`config.mk`:
```
export PLATFORM = sky130hd
export DESIGN_NAME = seq_shift_add_multiplier_16
export DESIGN_NICKNAME = d
export VERILOG_FILES = /design/src/rtl/seq_shift_add_multiplier_16.sv
export SDC_FILE = /design/constraint.sdc
export NUM_CORES = 1
export LEC_CHECK = 0
export CAP_MARGIN = 20
export CELL_PAD_IN_SITES_DETAIL_PLACEMENT = 0
export CELL_PAD_IN_SITES_GLOBAL_PLACEMENT = 1
export CORE_UTILIZATION = 41
export CTS_CLUSTER_DIAMETER = 200
export CTS_CLUSTER_SIZE = 20
export DETAILED_ROUTE_END_ITERATION = 8
export PLACE_DENSITY_LB_ADDON = 0.3
export SLEW_MARGIN = 20
export SYNTH_ARGS = -nofsm -noshare
export SYNTH_HDL_FRONTEND = slang
export SYNTH_HIERARCHICAL = 1
export SYNTH_SLANG_ARGS = --single-unit
```
`constraint.sdc`:
```
create_clock -name clk -period 10.44 [get_ports clk]
set_clock_uncertainty 0.1 [all_clocks]
set_input_delay 3.132 -clock clk [delete_from_list [all_inputs] [get_ports clk]]
set_output_delay 3.132 -clock clk [all_outputs]
set_load 0.05 [all_outputs]
```
`src/rtl/seq_shift_add_multiplier_16.sv`:
```
// rtl/seq_shift_add_multiplier_16.sv - 16x16 unsigned shift-add multiplier around a ripple-carry adder.
// One product every 17 cycles with a start/busy/done handshake.

module ripple_carry_adder_16 (
   input  logic [15:0] in1,
   input  logic [15:0] in2,
   input  logic        cin,
   output logic [15:0] sum,
   output logic        cout
);
   logic [16:0] c;

   assign c[0] = cin;

   genvar i;
   generate
      for (i = 0; i < 16; i++) begin : g_fa
         assign sum[i]   = in1[i] ^ in2[i] ^ c[i];
         assign c[i + 1] = (in1[i] & in2[i]) | (c[i] & (in1[i] ^ in2[i]));
      end
   endgenerate

   assign cout = c[16];
endmodule

module seq_shift_add_multiplier_16 #(
   parameter int WIDTH = 16,
   parameter int CNT_W = 5
) (
   input  logic               clk,
   input  logic               rst_n,
   input  logic               start,
   input  logic [WIDTH-1:0]   multiplicand,
   input  logic [WIDTH-1:0]   multiplier,
   output logic               busy,
   output logic               done,
   output logic [2*WIDTH-1:0] product
);
   generate
      if (WIDTH != 16) begin : g_bad_width
         $error("seq_shift_add_multiplier_16: WIDTH must be 16");
      end
      if ((1 << CNT_W) <= WIDTH) begin : g_bad_cnt_w
         $error("seq_shift_add_multiplier_16: CNT_W too narrow for WIDTH");
      end
   endgenerate

   typedef enum logic [1:0] {
      IDLE = 2'd0,
      RUN  = 2'd1,
      DONE = 2'd2
   } state_t;

   state_t             state;
   state_t             next_state;
   logic [WIDTH-1:0]   acc_hi;
   logic [WIDTH-1:0]   q;
   logic [WIDTH-1:0]   a_reg;
   logic [CNT_W-1:0]   cnt;
   logic [WIDTH-1:0]   sum;
   logic               cout;
   logic               accept;
   logic               last_step;
   logic [2*WIDTH:0]   step_val;

   // Counter increment built from gates so the only adder in this block is the instance.
   function automatic logic [CNT_W-1:0] incr(input logic [CNT_W-1:0] v);
      logic c;
      c = 1'b1;
      for (int k = 0; k < CNT_W; k++) begin
         incr[k] = v[k] ^ c;
         c       = c & v[k];
      end
   endfunction

   ripple_carry_adder_16 u_adder (
      .in1  (acc_hi),
      .in2  (q[0] ? a_reg : {WIDTH{1'b0}}),
      .cin  (1'b0),
      .sum  (sum),
      .cout (cout)
   );

   assign accept    = start && (state != RUN);
   assign last_step = (cnt == CNT_W'(WIDTH - 1));
   assign step_val  = {cout, sum, q[WIDTH-1:1]};
   assign busy      = (state == RUN);
   assign done      = (state == DONE);

   always_ff @(posedge clk or negedge rst_n) begin
      if (!rst_n) begin
         state <= IDLE;
      end else begin
         state <= next_state;
      end
   end

   always_comb begin
      next_state = state;
      case (state)
         IDLE:    if (start) next_state = RUN;
         RUN:     if (last_step) next_state = DONE;
         DONE:    next_state = start ? RUN : IDLE;
         default: next_state = IDLE;
      endcase
   end

   always_ff @(posedge clk or negedge rst_n) begin
      if (!rst_n) begin
         acc_hi  <= '0;
         q       <= '0;
         a_reg   <= '0;
         cnt     <= '0;
         product <= '0;
      end else if (state == RUN) begin
         // cout lands in acc_hi's MSB, so the 33-bit shift never drops a carry.
         {acc_hi, q} <= step_val[2*WIDTH-1:0];
         cnt         <= incr(cnt);
         if (last_step) begin
            product <= step_val[2*WIDTH-1:0];
         end
      end else if (accept) begin
         a_reg  <= multiplicand;
         q      <= multiplier;
         acc_hi <= '0;
         cnt    <= '0;
      end
   end
endmodule

```
After elaboration in Yosys (flattened, before gate mapping)
Index checks and enable logic that the tools add are counted.

Register bits: 87. Latch bits: 0. Memory bits (writable): 0. ROM bits: 0. Input bits: 35. Output and inout port bits: 34. Logic and storage cells: 115. Memories: 0.

Add/subtract/negate cells: 0. $mul: 0. Divide/modulo/power cells: 0. $lt $le $gt $ge: 0. Equality and inequality tests: 6. Shift-type cells: 0. Mux-type cells: 11. Bitwise operators: 86. Reduce and logical (&&, ||, !) cells: 6.

Operators by type and width (count): 16-bit 2-to-1 mux (5); 1-bit bitwise XOR (35); 1-bit AND (34); 1-bit OR (15); 5-bit 2-to-1 mux (2); 2-bit one-hot mux with 3 select lines (1); 2-bit AND reduction (3); 5-bit by 4-bit equality test with 1-bit output (second input constant) (1); 2-bit 2-to-1 mux (2); 2-bit by 1-bit inequality test with 1-bit output (second input constant) (2); 2-bit by 1-bit equality test with 1-bit output (second input constant) (1); 2-bit equality test (second input constant) (1); 2-bit zero test (1); 2-bit inequality test (second input constant) (1); 1-bit inverter (2); 2-bit nonzero test (1); 1-bit logical AND (1); 1-bit 2-to-1 mux (1).

Depth between registers and ports, before layout
Depth in word-level cells: 33. Gate-level depth with buffers: 23. Mapped depth without buffers: 23.

Cells and area by module
Netlist, hierarchy kept.

Modules (own cells, without submodules): seq_shift_add_multiplier_16 (instances 1, cells an instance 291, area each 3767.4 µm², sequential area each 2177.1 µm²); ripple_carry_adder_16 (instances 1, cells an instance 26, area each 357.8 µm², sequential area each 0.0 µm²).

Worst setup path after synthesis
No wires, ideal clock.

Path kind: register to register. Start point: register q[0]. End point: register product[30]. Setup time: 0.066 ns. Arrival time: 6.739 ns. Data required time: 10.274 ns. Path slack: 3.535 ns. Cell stages (with the launch flop): 23. Path buffers: 0. Period minus slack after synthesis: 6.905 ns. Cell sequence: dfrtp_1 > and2_1 > fa_1 > inv_1 > fa_1 > inv_1 > fa_1 > fa_1 > fa_1 > fa_1 > fa_1 > fa_1 > fa_1 > fa_1 > fa_1 > fa_1 > fa_1 > fa_1 > fa_1 > inv_1 > fa_1 > inv_1 > mux2_4.

Longest elaborated chain between the ends: 31. Elaborated cells between the ends (all ways): 60. Those cells by class: mux (1); bitwise (59).

Ends and longest elaborated chain: from (decl) (line 57) `logic [WIDTH-1:0] q;`; from (signal assigned) (line 117) `{acc_hi, q} <= step_val[2*WIDTH-1:0];`; from (signal assigned) (line 124) `q <= multiplier;`; 16-bit 2-to-1 mux (*) (line 78) `.in2 (q[0] ? a_reg : {WIDTH{1'b0}}),`; 1-bit AND / 1-bit bitwise XOR (equally long branches) (line 19) `assign c[i + 1] = (in1[i] & in2[i]) | (c[i] & (in1[i] ^ in2[i]));`; 1-bit AND (line 19); 1-bit OR (line 19); 1-bit AND (line 19); 1-bit OR (line 19); 1-bit AND (line 19); 1-bit OR (line 19); [... 16 more ...]; 1-bit AND (line 19); 1-bit OR (line 19); 1-bit AND (line 19); 1-bit OR (line 19); 1-bit AND (line 19); 1-bit OR (line 19); 1-bit bitwise XOR (*) (line 18) `assign sum[i] = in1[i] ^ in2[i] ^ c[i];`; named net sum[15] (line 60) `logic [WIDTH-1:0] sum;`; to (signal assigned) (line 120) `product <= step_val[2*WIDTH-1:0];`; to (decl) (line 37) `output logic [2*WIDTH-1:0] product`.

The timed path passes the listed nets; every way through them passes the cells marked *. A chain may end at the register's enable or synchronous reset.

Final worst setup path
Start point: register q[0]. End point: register acc_hi[14].

Longest elaborated chain between the ends: 32. Elaborated cells between the ends (all ways): 61. Those cells by class: mux (2); bitwise (59).

Ends and longest elaborated chain: 16-bit 2-to-1 mux (*) (line 78); 1-bit AND / 1-bit bitwise XOR (equally long branches) (line 19); 1-bit AND (line 19); 1-bit OR (line 19); 1-bit AND (line 19); 1-bit OR (line 19); 1-bit AND (line 19); 1-bit OR (line 19); [... 17 more ...]; 1-bit OR (line 19); 1-bit AND (line 19); 1-bit OR (line 19); 1-bit AND (line 19); 1-bit OR (line 19); 1-bit bitwise XOR (*) (line 18); named net sum[15] (line 60); 16-bit 2-to-1 mux (*) (line 115) `end else if (state == RUN) begin`; to (signal assigned) (line 117); to (decl) (line 56) `logic [WIDTH-1:0] acc_hi;`.

Marks and branches as above.

==> run metrics <==
GP Congestion 0.713; crit end category flip-flop; Sw Ratio 39.5%; PwrDens 315 nW/um2; fmax 136 MHz; FF/Latch Area 2180 um2; synth warn 6; Reg power frac 37.1%; Finished Layout Cells 519; DR pass1 iterations 4; PortBufs 68; Worst-Skew Late Latency 0.36 ns; mean area per synthesized cell 13.0 um2; TNS Setup 0 ns; total grt overflow 0; Cell variety after synth 24; Max Transition Viols Final 0; sequential share of the synthesized area 52.8%; # IOs 69; fill count 907; CTS root buf clkbuf_8; Multi-input gate area 1760 um2; Crit Path Class reg -> reg; wire per inst 14.3 um; ys flop type dfrtp_1; max-cap check violation count 0; path type of the worst min-delay path reg -> reg; Cell Rows 36; dpl hpwl 4860 um; Post-synth EDFFs 0; GRT Total Usage 16.1%; WP data arrival 7.50 ns; Worst IR Drop VDD 0.137 mV; Lkg Pwr 0.00234 uW; switching pwr 633 uW; die height 102 um; min Tclk post-route 7.33 ns; CTS sink count 87; internal cell power 967 uW; Syn Nets 371; total power 1600 uW; final cycle utilization of the critical path 70.2%; status finished clean; worst hold margin 0.388 ns; setup violators final 0; RSZ-0062 raised after global routing false; P&R area growth vs syn 23.3%; Clock transition at path regs 0.09 ns; hold_buf cts 0; vias in the first global route 2531; vias 2435; H-tree level count 3; vias per cell 4.69; total routed wirelength 7420 um; Final Hold Viols 0; CTS Buf Count 9; global-route wire length before repair 12600 um; full die area 10500 um2; core area 9770 um2; initial drt markers 56; Synth async-reset ratio 100%; antenna viol nets, final 0; initial antenna violation count 0; DP Area 4850 um2; Synth Instances 317; Largest Register product; Placed Instances 504; Cell Area, Synth 4130 um2; die span in x 102 um; ANT cells 0; TritonCTS clock tree yes; register bit total from synthesis 87; startpoint types flip-flop; post-CTS resize count 0; Largest register FFs 32; clock tree buffer depth 2; share of cells above drive strength 1 18.4%; Worst Max-Slew Pin Slew 0.812 ns; Clk network pwr share 17.4%; Critical Path Fanout Max 17; DRC Markers 0; largest net degree at the start of global routing 74; Logic pwr share 45.6%; final instance area 5080 um2; post-CTS setup buffers 0; Crit path required time 10.62 ns; Max-slew headroom 45.9%; final-stage net count 436; Initial Util 42.2%
cell type report:
cell class	instances	share of cell area [%]
sequential	87	42.8
multi-input combinational	201	34.6
timing repair buffer	71	13.8
tap	133	3.27
clock buffer	10	2.51
clock inverter	5	2.09
inverter	12	0.886
cells in the final DEF (no fill, tap or decap):
cell / instances
nor2_8: 1
clkinvlp_4: 1
mux2i_1: 17
mux2_2: 19
o21ai_0: 38
nand2_1: 56
conb_1: 1
nand3_1: 1
ha_1: 3
nand2b_4: 1
and2_1: 16
nand4b_4: 1
bufinv_16: 3
inv_2: 1
clkdlybuf4s50_1: 67
inv_6: 1
clkbuf_8: 9
clkbuf_1: 1
buf_4: 4
fa_1: 16
nand2_4: 1
dfrtp_1: 87
mux2_4: 29
nor2b_1: 1
inv_1: 11
synth_stat cells (2+ instances only):
cell type,number,area (um2)
buf_2,7,35.0
clkbuf_1,2,7.51
o21ai_0,38,190
buf_4,3,22.5
mux2i_1,17,170
inv_1,11,41.3
ha_1,3,37.5
fa_1,16,320
nand2_1,56,210
mux2_4,29,435
mux2_2,19,214
buf_12,3,60.1
dfrtp_1,87,2180
and2_1,16,100
power by group through the flow:
stage / sequential (uW) / combinational, uW / clock [uW]
2_1_floorplan: 748 / 375 / 0
3_3_place_gp: 600 / 722 / 0
3_5_place_dp: 602 / 738 / 0
4_1_cts: 597 / 739 / 288
5_1_grt: 616 / 808 / 301
6_report: 593 / 729 / 278
through the flow:
step,setup WS (ns),util (%)
after floorplan,3.53,-
after global placement,3.18,49.6
after detailed placement,3.08,49.6
after CTS,3.05,52.0
after global routing,2.80,52.0
final,3.11,52.0
critical path, cell delays in order (launching register included):
cell and delay (ns):
dfrtp_1 0.53, and2_1 0.23, fa_1 0.38, inv_1 0.07, fa_1 0.16, inv_1 0.05, fa_1 0.38, fa_1 0.39
fa_1 0.39, fa_1 0.38, fa_1 0.39, fa_1 0.39, fa_1 0.38, fa_1 0.40, fa_1 0.40, fa_1 0.41
fa_1 0.39, fa_1 0.39, fa_1 0.36, inv_1 0.07, fa_1 0.40, inv_1 0.08, nand2_1 0.04, o21ai_0 0.09
kinds of logic after synthesis:
| family | Yosys count | synth area share (%) |
|---|---|---|
| simple gates | 78 | 9.46 |
| other cells | 1 | 0.0909 |
| buf+inv | 29 | 4.52 |
| mux | 65 | 19.9 |
| fa+ha+maj | 19 | 8.67 |
| compound gates | 38 | 4.61 |
| flops | 87 | 52.8 |
path summary, 6_finish.rpt:
kind / depth (start not counted) / startpoint / slack [ns] / to
max: 23 / q[0] / 3.11 / acc_hi[14]
min: 1 / cnt[4] / 0.39 / cnt[4]
max reg2reg: 23 / q[0] / 3.11 / acc_hi[14]
min reg2reg: 1 / cnt[4] / 0.39 / cnt[4]
max in group asynchronous: 2 / rst_n / 6.62 / a_reg[3]
min in group asynchronous: 1 / rst_n / 2.66 / product[4]
per-layer routing:
metal  global-route usage, %  vias up  wire length (um)
met4                    5.82        0               104
met5                       0        -                 0
met1                    21.5     1194              3420
met3                    4.17       10               340
li1                        -     1172                 -
met2                    25.5       59              3560
(Power assumes the default switching activity.)
